==> config.mk <==
export PLATFORM = sky130hd
export DESIGN_NAME = seg_scan_driver_flat
export DESIGN_NICKNAME = d
export VERILOG_FILES = /design/src/rtl/seg_scan_driver_if.sv /design/src/rtl/seg_scan_driver.sv /design/src/flat_wrapper.sv
export SDC_FILE = /design/constraint.sdc
export NUM_CORES = 1
export LEC_CHECK = 0
export ABC_AREA = 1
export BUFFER_PORTS_ARGS = -buffer_cell sky130_fd_sc_hd__clkbuf_2
export CORE_ASPECT_RATIO = 1.1
export CORE_UTILIZATION = 37
export CTS_BUF_LIST = sky130_fd_sc_hd__clkbuf_16
export CTS_CLUSTER_SIZE = 40
export DETAILED_ROUTE_END_ITERATION = 10
export PLACE_DENSITY_LB_ADDON = 0.3
export SETUP_SLACK_MARGIN = 0.2
export SLEW_MARGIN = 20
export SYNTH_ARGS = -nofsm -noshare
export SYNTH_HDL_FRONTEND = slang
export SYNTH_SLANG_ARGS = --single-unit
==> constraint.sdc <==
create_clock -name clk -period 2.24 [get_ports clk]
set_input_delay 0.112 -clock clk [delete_from_list [all_inputs] [get_ports clk]]
set_output_delay 0.112 -clock clk [all_outputs]
set_load 0.02 [all_outputs]
==> src/rtl/seg_scan_driver_if.sv <==
// Display-side signal bundle for seg_scan_driver: frame data and enable in,
// registered active-low anode/cathode/decimal-point drives out.
interface seg_scan_driver_if;
  logic        enable;
  logic [19:0] seg_data;
  logic [3:0]  an;
  logic [6:0]  seg;
  logic        dp;

  modport master (
    output enable,
    output seg_data,
    input  an,
    input  seg,
    input  dp
  );

  modport slave (
    input  enable,
    input  seg_data,
    output an,
    output seg,
    output dp
  );
endinterface

==> src/rtl/seg_scan_driver.sv <==
// Four-digit multiplexed 7-segment scanner: prescaled digit slots with a dark
// guard at the start of each slot and a frame shadow reloaded once per scan.
module seg_scan_driver #(
  parameter int unsigned REFRESH_DIV = 100000,
  parameter int unsigned GUARD       = 16
) (
  input logic             clk,
  input logic             reset_n,
  seg_scan_driver_if.slave bus
);

  localparam int unsigned     CntW      = (REFRESH_DIV > 1) ? $clog2(REFRESH_DIV) : 1;
  localparam logic [CntW-1:0] CntMax    = CntW'(REFRESH_DIV - 1);
  localparam logic [19:0]     FrameBlank = {4{5'd31}};

  logic [CntW-1:0] r_cnt;
  logic [1:0]      r_idx;
  logic [19:0]     r_shadow;
  logic [3:0]      r_an;
  logic [6:0]      r_seg;
  logic            r_dp;

  logic            w_tick;
  logic            w_guard;
  logic [4:0]      w_code;
  logic [6:0]      w_pat;
  logic [3:0]      w_an_d;
  logic [6:0]      w_seg_d;

  assign w_tick  = (r_cnt == CntMax);
  assign w_guard = (32'(r_cnt) < GUARD);

  always_comb begin
    w_code = 5'd31;
    unique case (r_idx)
      2'd0: w_code = r_shadow[4:0];
      2'd1: w_code = r_shadow[9:5];
      2'd2: w_code = r_shadow[14:10];
      2'd3: w_code = r_shadow[19:15];
      default: w_code = 5'd31;
    endcase
  end

  // Active-high {g,f,e,d,c,b,a}; unlisted codes are blank.
  always_comb begin
    w_pat = 7'h00;
    case (w_code)
      5'd0:    w_pat = 7'h3F;
      5'd1:    w_pat = 7'h06;
      5'd2:    w_pat = 7'h5B;
      5'd3:    w_pat = 7'h4F;
      5'd4:    w_pat = 7'h66;
      5'd5:    w_pat = 7'h6D;
      5'd6:    w_pat = 7'h7D;
      5'd7:    w_pat = 7'h07;
      5'd8:    w_pat = 7'h7F;
      5'd9:    w_pat = 7'h6F;
      5'd10:   w_pat = 7'h40;
      5'd11:   w_pat = 7'h79;
      5'd12:   w_pat = 7'h50;
      5'd13:   w_pat = 7'h38;
      5'd17:   w_pat = 7'h5C;
      5'd18:   w_pat = 7'h7C;
      5'd19:   w_pat = 7'h5E;
      default: w_pat = 7'h00;
    endcase
  end

  // Uses the pre-increment idx, so the tick cycle still drives the old digit.
  always_comb begin
    w_an_d = 4'b1111;
    if (bus.enable && !w_guard) begin
      w_an_d[r_idx] = 1'b0;
    end
    w_seg_d = bus.enable ? ~w_pat : 7'h7F;
  end

  always_ff @(posedge clk) begin
    if (!reset_n) begin
      r_cnt    <= '0;
      r_idx    <= 2'd0;
      r_shadow <= FrameBlank;
      r_an     <= 4'b1111;
      r_seg    <= 7'h7F;
      r_dp     <= 1'b1;
    end else begin
      r_cnt <= w_tick ? '0 : r_cnt + 1'b1;
      if (w_tick) begin
        r_idx <= r_idx + 2'd1;
        // Reload only at the end of a full scan so one frame is never split.
        if (r_idx == 2'd3) begin
          r_shadow <= bus.seg_data;
        end
      end
      r_an  <= w_an_d;
      r_seg <= w_seg_d;
      r_dp  <= 1'b1;
    end
  end

  assign bus.an  = r_an;
  assign bus.seg = r_seg;
  assign bus.dp  = r_dp;

endmodule

==> src/flat_wrapper.sv <==
// flat-port wrapper written by rule: the top's interface ports become plain ports
module seg_scan_driver_flat 
#(
  parameter int unsigned REFRESH_DIV = 100000,
  parameter int unsigned GUARD       = 16
)
  (clk, reset_n, bus_enable, bus_seg_data, bus_an, bus_seg, bus_dp);
  seg_scan_driver_if bus_i ();
  input logic clk;
  input logic reset_n;
  input wire logic [$bits(bus_i.enable)-1:0] bus_enable;
  input wire logic [$bits(bus_i.seg_data)-1:0] bus_seg_data;
  output wire logic [$bits(bus_i.an)-1:0] bus_an;
  output wire logic [$bits(bus_i.seg)-1:0] bus_seg;
  output wire logic [$bits(bus_i.dp)-1:0] bus_dp;
  assign bus_i.enable = bus_enable;
  assign bus_i.seg_data = bus_seg_data;
  assign bus_an = bus_i.an;
  assign bus_seg = bus_i.seg;
  assign bus_dp = bus_i.dp;
  seg_scan_driver #(.REFRESH_DIV(REFRESH_DIV), .GUARD(GUARD)) u_core (.clk(clk), .reset_n(reset_n), .bus(bus_i));
endmodule
Yosys cells after proc, flatten, opt, wreduce, memory -nomap -nowiden
Memories as Yosys holds them, arrays and structs flattened.
Index checks and enable logic that the tools add are counted.
Widths: inputs -> output; s select.
{ "op_classes": {"n_addsub": 2, "mul": 0, "div": 0, "n_lt_le_gt_ge": 3, "eq_ne": 4, "shifts": 0, "n_mux": 3, "n_bitwise": 3, "n_reduce_logical": 8} }
{ "ops": {"columns": ["cell", "count"], "rows": [
  ["$pmux 5 s4", 1],
  ["$add 17x1->17 const B", 1],
  ["$eq 17x17->1 const B", 1],
  ["$lt 17x5->1 const B", 1],
  ["$not 7->7", 1],
  ["$reduce_and 2->1", 3],
  ["$eq 2x2->1 const B", 2],
  ["$not 4->4", 1],
  ["$lt 2x3->1 const B", 1],
  ["$add 2x1->2 const B", 1],
  ["$demux 1 s2", 1],
  ["$eq 2x1->1 const B", 1],
  ["$ge 2x1->1 const B", 1],
  ["$logic_and 1x1->1", 2],
  ["$logic_not 2->1", 1],
  ["$reduce_or 2->1", 1],
  ["$logic_not 1->1", 1],
  ["$mux 1", 1],
  ["$not 1->1", 1]
]} }
{ "totals": {"register_bits": 50, "latch_bits": 0, "ramBits": 0, "mem_bits_ro": 224, "inputBits": 23, "output_inout_bits": 12, "n_memories": 1} }
{ "mem_list": {"columns": ["name", "depth", "width", "rd", "rd_ports_with_merged_regs", "write_ports", "line_no", "source"], "rows": [
  ["(no name shown)", 32, 7, 1, 0, 0, "seg_scan_driver.sv:47", "case (w_code)"]
]} }

Logic depth before layout (Yosys ltp)
{ "logic_depth": {"ltp_word": 5, "depth_mapped": 15, "mapped_depth_nobuf": 15} }

Worst setup path before layout
OpenSTA, ideal clock, no wires.
{ "synth_timing": {"path_type": "register to register", "from": "register u_core.r_idx[0]", "to": "register u_core.r_seg[3], in the netlist u_core.bus.seg[3]", "setup_time_ns": 0.115, "t_arrival_ns": 1.920, "setup_slack_ns": 0.205, "path_stages_with_launch": 14, "path_cell_list": "dfxtp_1 -> inv_1 -> ha_1 -> inv_2 -> nor2_1 -> nor2_1 -> inv_1 -> ha_1 -> inv_1 -> nand3_1 -> nand3_1 -> nand2_1 -> nand2_1 -> nand2_1"} }
{ "synth_via": {"elab_chain_cells": 4, "elab_cells_between_ends": 7, "classes_between": "eq/ne (3); mux (1); bitwise (1); reduce/logical (1); memory (1)"} }
{ "synth_rtl": {"columns": ["element", "line_no", "source"], "rows": [
  ["start, declared", "seg_scan_driver.sv:17", "logic [1:0] r_idx;"],
  ["start signal, assigned", "seg_scan_driver.sv:89", "r_idx <= r_idx + 2'd1;"],
  ["$eq 2x2->1 (tied with other cells)", "seg_scan_driver.sv:35", "unique case (r_idx)"],
  ["$pmux 5 s4 *", "seg_scan_driver.sv:35", null],
  ["$mem_v2 32x7 *", null, null],
  ["$not 7->7 *", "seg_scan_driver.sv:75", "w_seg_d = bus.enable ? ~w_pat : 7'h7F;"],
  ["end signal, assigned", "seg_scan_driver.sv:96", "r_seg <= w_seg_d;"],
  ["end, declared", "seg_scan_driver.sv:20", "logic [6:0] r_seg;"]
]} }
Mark *: on every way between the ends. The rest lies on a longest branch, timed or not.
A chain may end at the register's enable or synchronous reset.

Final worst setup path
Same ends and word-level chain as after synthesis.

==> results.md <==
* Post-synth EDFFs at 0
* Hold buffer count at cts at 0
* Routed vias at roughly 2300
* Min-Delay Endpoint: u_core.r_shadow[4]
* Hold Fails Final Rpt at 0
* IO buf count at 33
* Power Density at approximately 550 nW/µm²
* Critical Path RT at around 2.4 ns
* Seq/Total Area, Yosys at between 30% and 40%
* Leakage at 0.00129 µW
* Global route overflow at 0
* Diode count at 0
* DR pass1 iterations at 4
* Die Wd at just over 80 µm
* Hold Path Class: input pin to register
* Crit path cell chain: inv_6 > ha_2 > buf_4 > nand2_1 > nand2_2 > nor2_1 > nor2_2 > ha_1 > inv_2 > nand3_1 > nand3_1 > nand2_1 > nand2_1 > nand2_1
* Final instance area at approximately 3000 µm²
* CTS tree: built
* Max Cap Viol at 0
* Endpoints failing setup at 0
* Vias in the first global route at between 2000 and 2500
* Nets at roughly 430
* CTS Sinks at 50
* TritonCTS Buffers at 5
* Met2 Routed Length at around 2600 µm
* FMAX at ~530 MHz
* Reg clk slew, reported paths at approximately 0.070 ns
* Die height at just under 90 µm
* ANT nets after route at 0
* Area Overhead vs Synth at 18.4%
* Initial Util at about two fifths
* Vias/cell at between 4 and 5
* Largest net degree at the start of global routing at 26
* Synth cell types at 35
* Reg2reg start: u_core.r_idx[0]
* First-pass GRT wire length at 8960 µm
* Async S/R FF share, synth at 0%
* Root cell of the clock tree: clkbuf_16
* WL final at roughly 5600 µm
* Core area at 6630 µm²
* H-tree levels at 2
* # rows at 31
* Cell mode on critical path: nand2_1
* Cell count after synthesis at about 350
* Hold Path Depth at 3
* Max Root-Sink Buffers at 2
* Critical R2R Capture: u_core.bus.seg[3]
* Warnings from Yosys at 0
* Drt drc at 0
* Area of the mapped netlist at between 2000 and 3000 µm²
* Synth Register Bits at 50
* Crit path launch type: register
* Largest stage delay, worst path at 0.36 ns
* RSZ-0062 raised after global routing: no
* Final Cycle Share at 84.1%
* Fin Clk Skew at just over 0.006 ns
* VDD IR max at 0.000316 V
* Outcome: completed
* GRT Overall Usage at between 10% and 20%
* Setup TNS Final at 0 ns
* GP Congestion at roughly 0.9
* Worst path slowest cell: dfxtp_4
* Clock Latency Late Sink at around 0.29 ns
* Starting DRT DRC Count at slightly above 90
* Crit Path Category: register to register
* CP Max Fanout at 5
* IO Pins at 35
* Crit path DAT at about 2.1 ns
* WL/cell at approximately 12 µm
* Initial antenna violation count at 0
* Met3 wire len at around 190 µm
* R2R depth at 14
* Syn_nets at a little under 400
* Top_reg_cell synth: dfxtp_1
* Setup slack, reg-to-reg at approximately 0.36 ns
* Area post-placement at ~2800 µm²
* Die area at 7210 µm²
* CP endpoint kind: register
* HPWL Detailed at between 4000 and 5000 µm
* Max-slew violation count at 0
* HP Start: bus_seg_data[4]
* Uppermost layer routed: met4
* Synthesized area per cell at between 7 and 8 µm²
* Share of cells above drive strength 1 at roughly 22%
* Crit path time final at about 1.9 ns
* M1 wire length at 2730 µm
## cells by family after synthesis
group	after synthesis	share of synthesized area, %
compound gates	24	5.51
xor+xnor	5	1.72
fa+ha+maj	14	6.89
buf+inv	38	6.35
flops	50	39.4
other cells	1	0.147
simple gates	221	40.0
## routing by layer
metal	vias up	track usage, %
met1	1050	21.5
met2	33	25.6
met4	0	5.68
met5	-	0
met3	8	3.47
li1	1222	-
## through the flow
step	hold slack, ns	cells	utilization (%)	worst slack [ns]	power [µW]
detailed placement	0.342	463	42.2	0.0299	961
CTS	0.0465	474	44.8	0.213	1690
floorplan	0.253	353	-	0.205	939
global route	0.0539	474	45.4	0.196	1730
global placement	0.341	463	42.2	0.155	961
finish	0.0476	474	45.4	0.355	1670
## worst max path at each step
stage	start	endpoint	slack [ns]	depth (start not counted)
final	u_core.r_idx[0]	u_core.bus.seg[3]	0.36	14
after global routing	u_core.r_idx[0]	u_core.bus.seg[5]	0.20	15
after CTS	u_core.r_idx[0]	u_core.bus.seg[2]	0.21	13
after detailed placement	u_core.r_idx[0]	u_core.bus.seg[3]	0.03	14
after global placement	u_core.r_idx[0]	u_core.bus.seg[3]	0.16	14
after floorplan	u_core.r_idx[0]	u_core.bus.seg[3]	0.20	13
## worst max-delay path, delay by kind of cell (launching register included)
kind	cells	cell delay, ns
flip-flops	1	0.36
adder cells (fa/ha/maj)	2	0.45
buffers and inverters	3	0.26
AND/OR/NAND/NOR	9	0.71
## power breakdown
group / internal, µW / switching [µW] / total [µW] / leakage, µW
registers: 892 / 3.18 / 895 / 0.000406
clock network: 408 / 323 / 731 / 0.0000689
logic: 19.6 / 24.3 / 43.9 / 0.000818
## sequential cells by signal, summed over array words and instances, names as in the netlist
name,flops
u_core.bus.an,4
u_core.bus.seg,7
u_core.r_cnt,17
u_core.r_idx,2
u_core.r_shadow,20
## Yosys cell counts, types with 3 or more instances
master / count / area, µm²
dfxtp_1: 50 / 1000
nor3_2: 5 / 50.1
inv_1: 20 / 75.1
ha_1: 14 / 175
nor3_1: 3 / 15.0
nor2_1: 25 / 93.8
nor2_2: 3 / 18.8
xor2_1: 4 / 35.0
inv_2: 5 / 18.8
nand3_1: 64 / 320
clkbuf_1: 5 / 18.8
o21ai_0: 4 / 20.0
nand4_1: 6 / 37.5
buf_4: 4 / 30.0
nand2_1: 102 / 383
buf_2: 3 / 15.0
a21oi_1: 15 / 75.1
nand2_2: 4 / 25.0
## repair_timing
| item | 4_1_cts | 5_1_grt |
|---|---|---|
| endpoints found under the setup margin | 7 | 7 |
| pin swaps | 2 | 2 |
| buffers inserted | 3 | 0 |
| resized for setup | 2 | 18 |
## final cells by class
class | instances | area (µm²)
repair buffers | 43 | 240
flip-flops and latches | 50 | 1010
well taps | 82 | 103
clock buffers | 5 | 125
fillers | 681 | 3620
inverters | 26 | 105
clock inverters | 3 | 16.3
multi-input cells | 265 | 1420
## placed cells by master (no fill, tap or decap), types with 4 or more instances in the layout
cell type | Yosys | layout
ha_1 | 14 | 10
clkbuf_16 | 0 | 5
nor2_1 | 25 | 24
nor2_2 | 3 | 4
nor3_2 | 5 | 5
inv_2 | 5 | 7
nand2_2 | 4 | 7
clkbuf_2 | 0 | 33
a21oi_1 | 15 | 15
nand2_1 | 102 | 99
nand3_1 | 64 | 63
buf_4 | 4 | 10
inv_1 | 20 | 16
nand4_1 | 6 | 6
dfxtp_1 | 50 | 48
o21ai_0 | 4 | 4
xor2_1 | 4 | 4
Power figures use the tool's default switching activity.
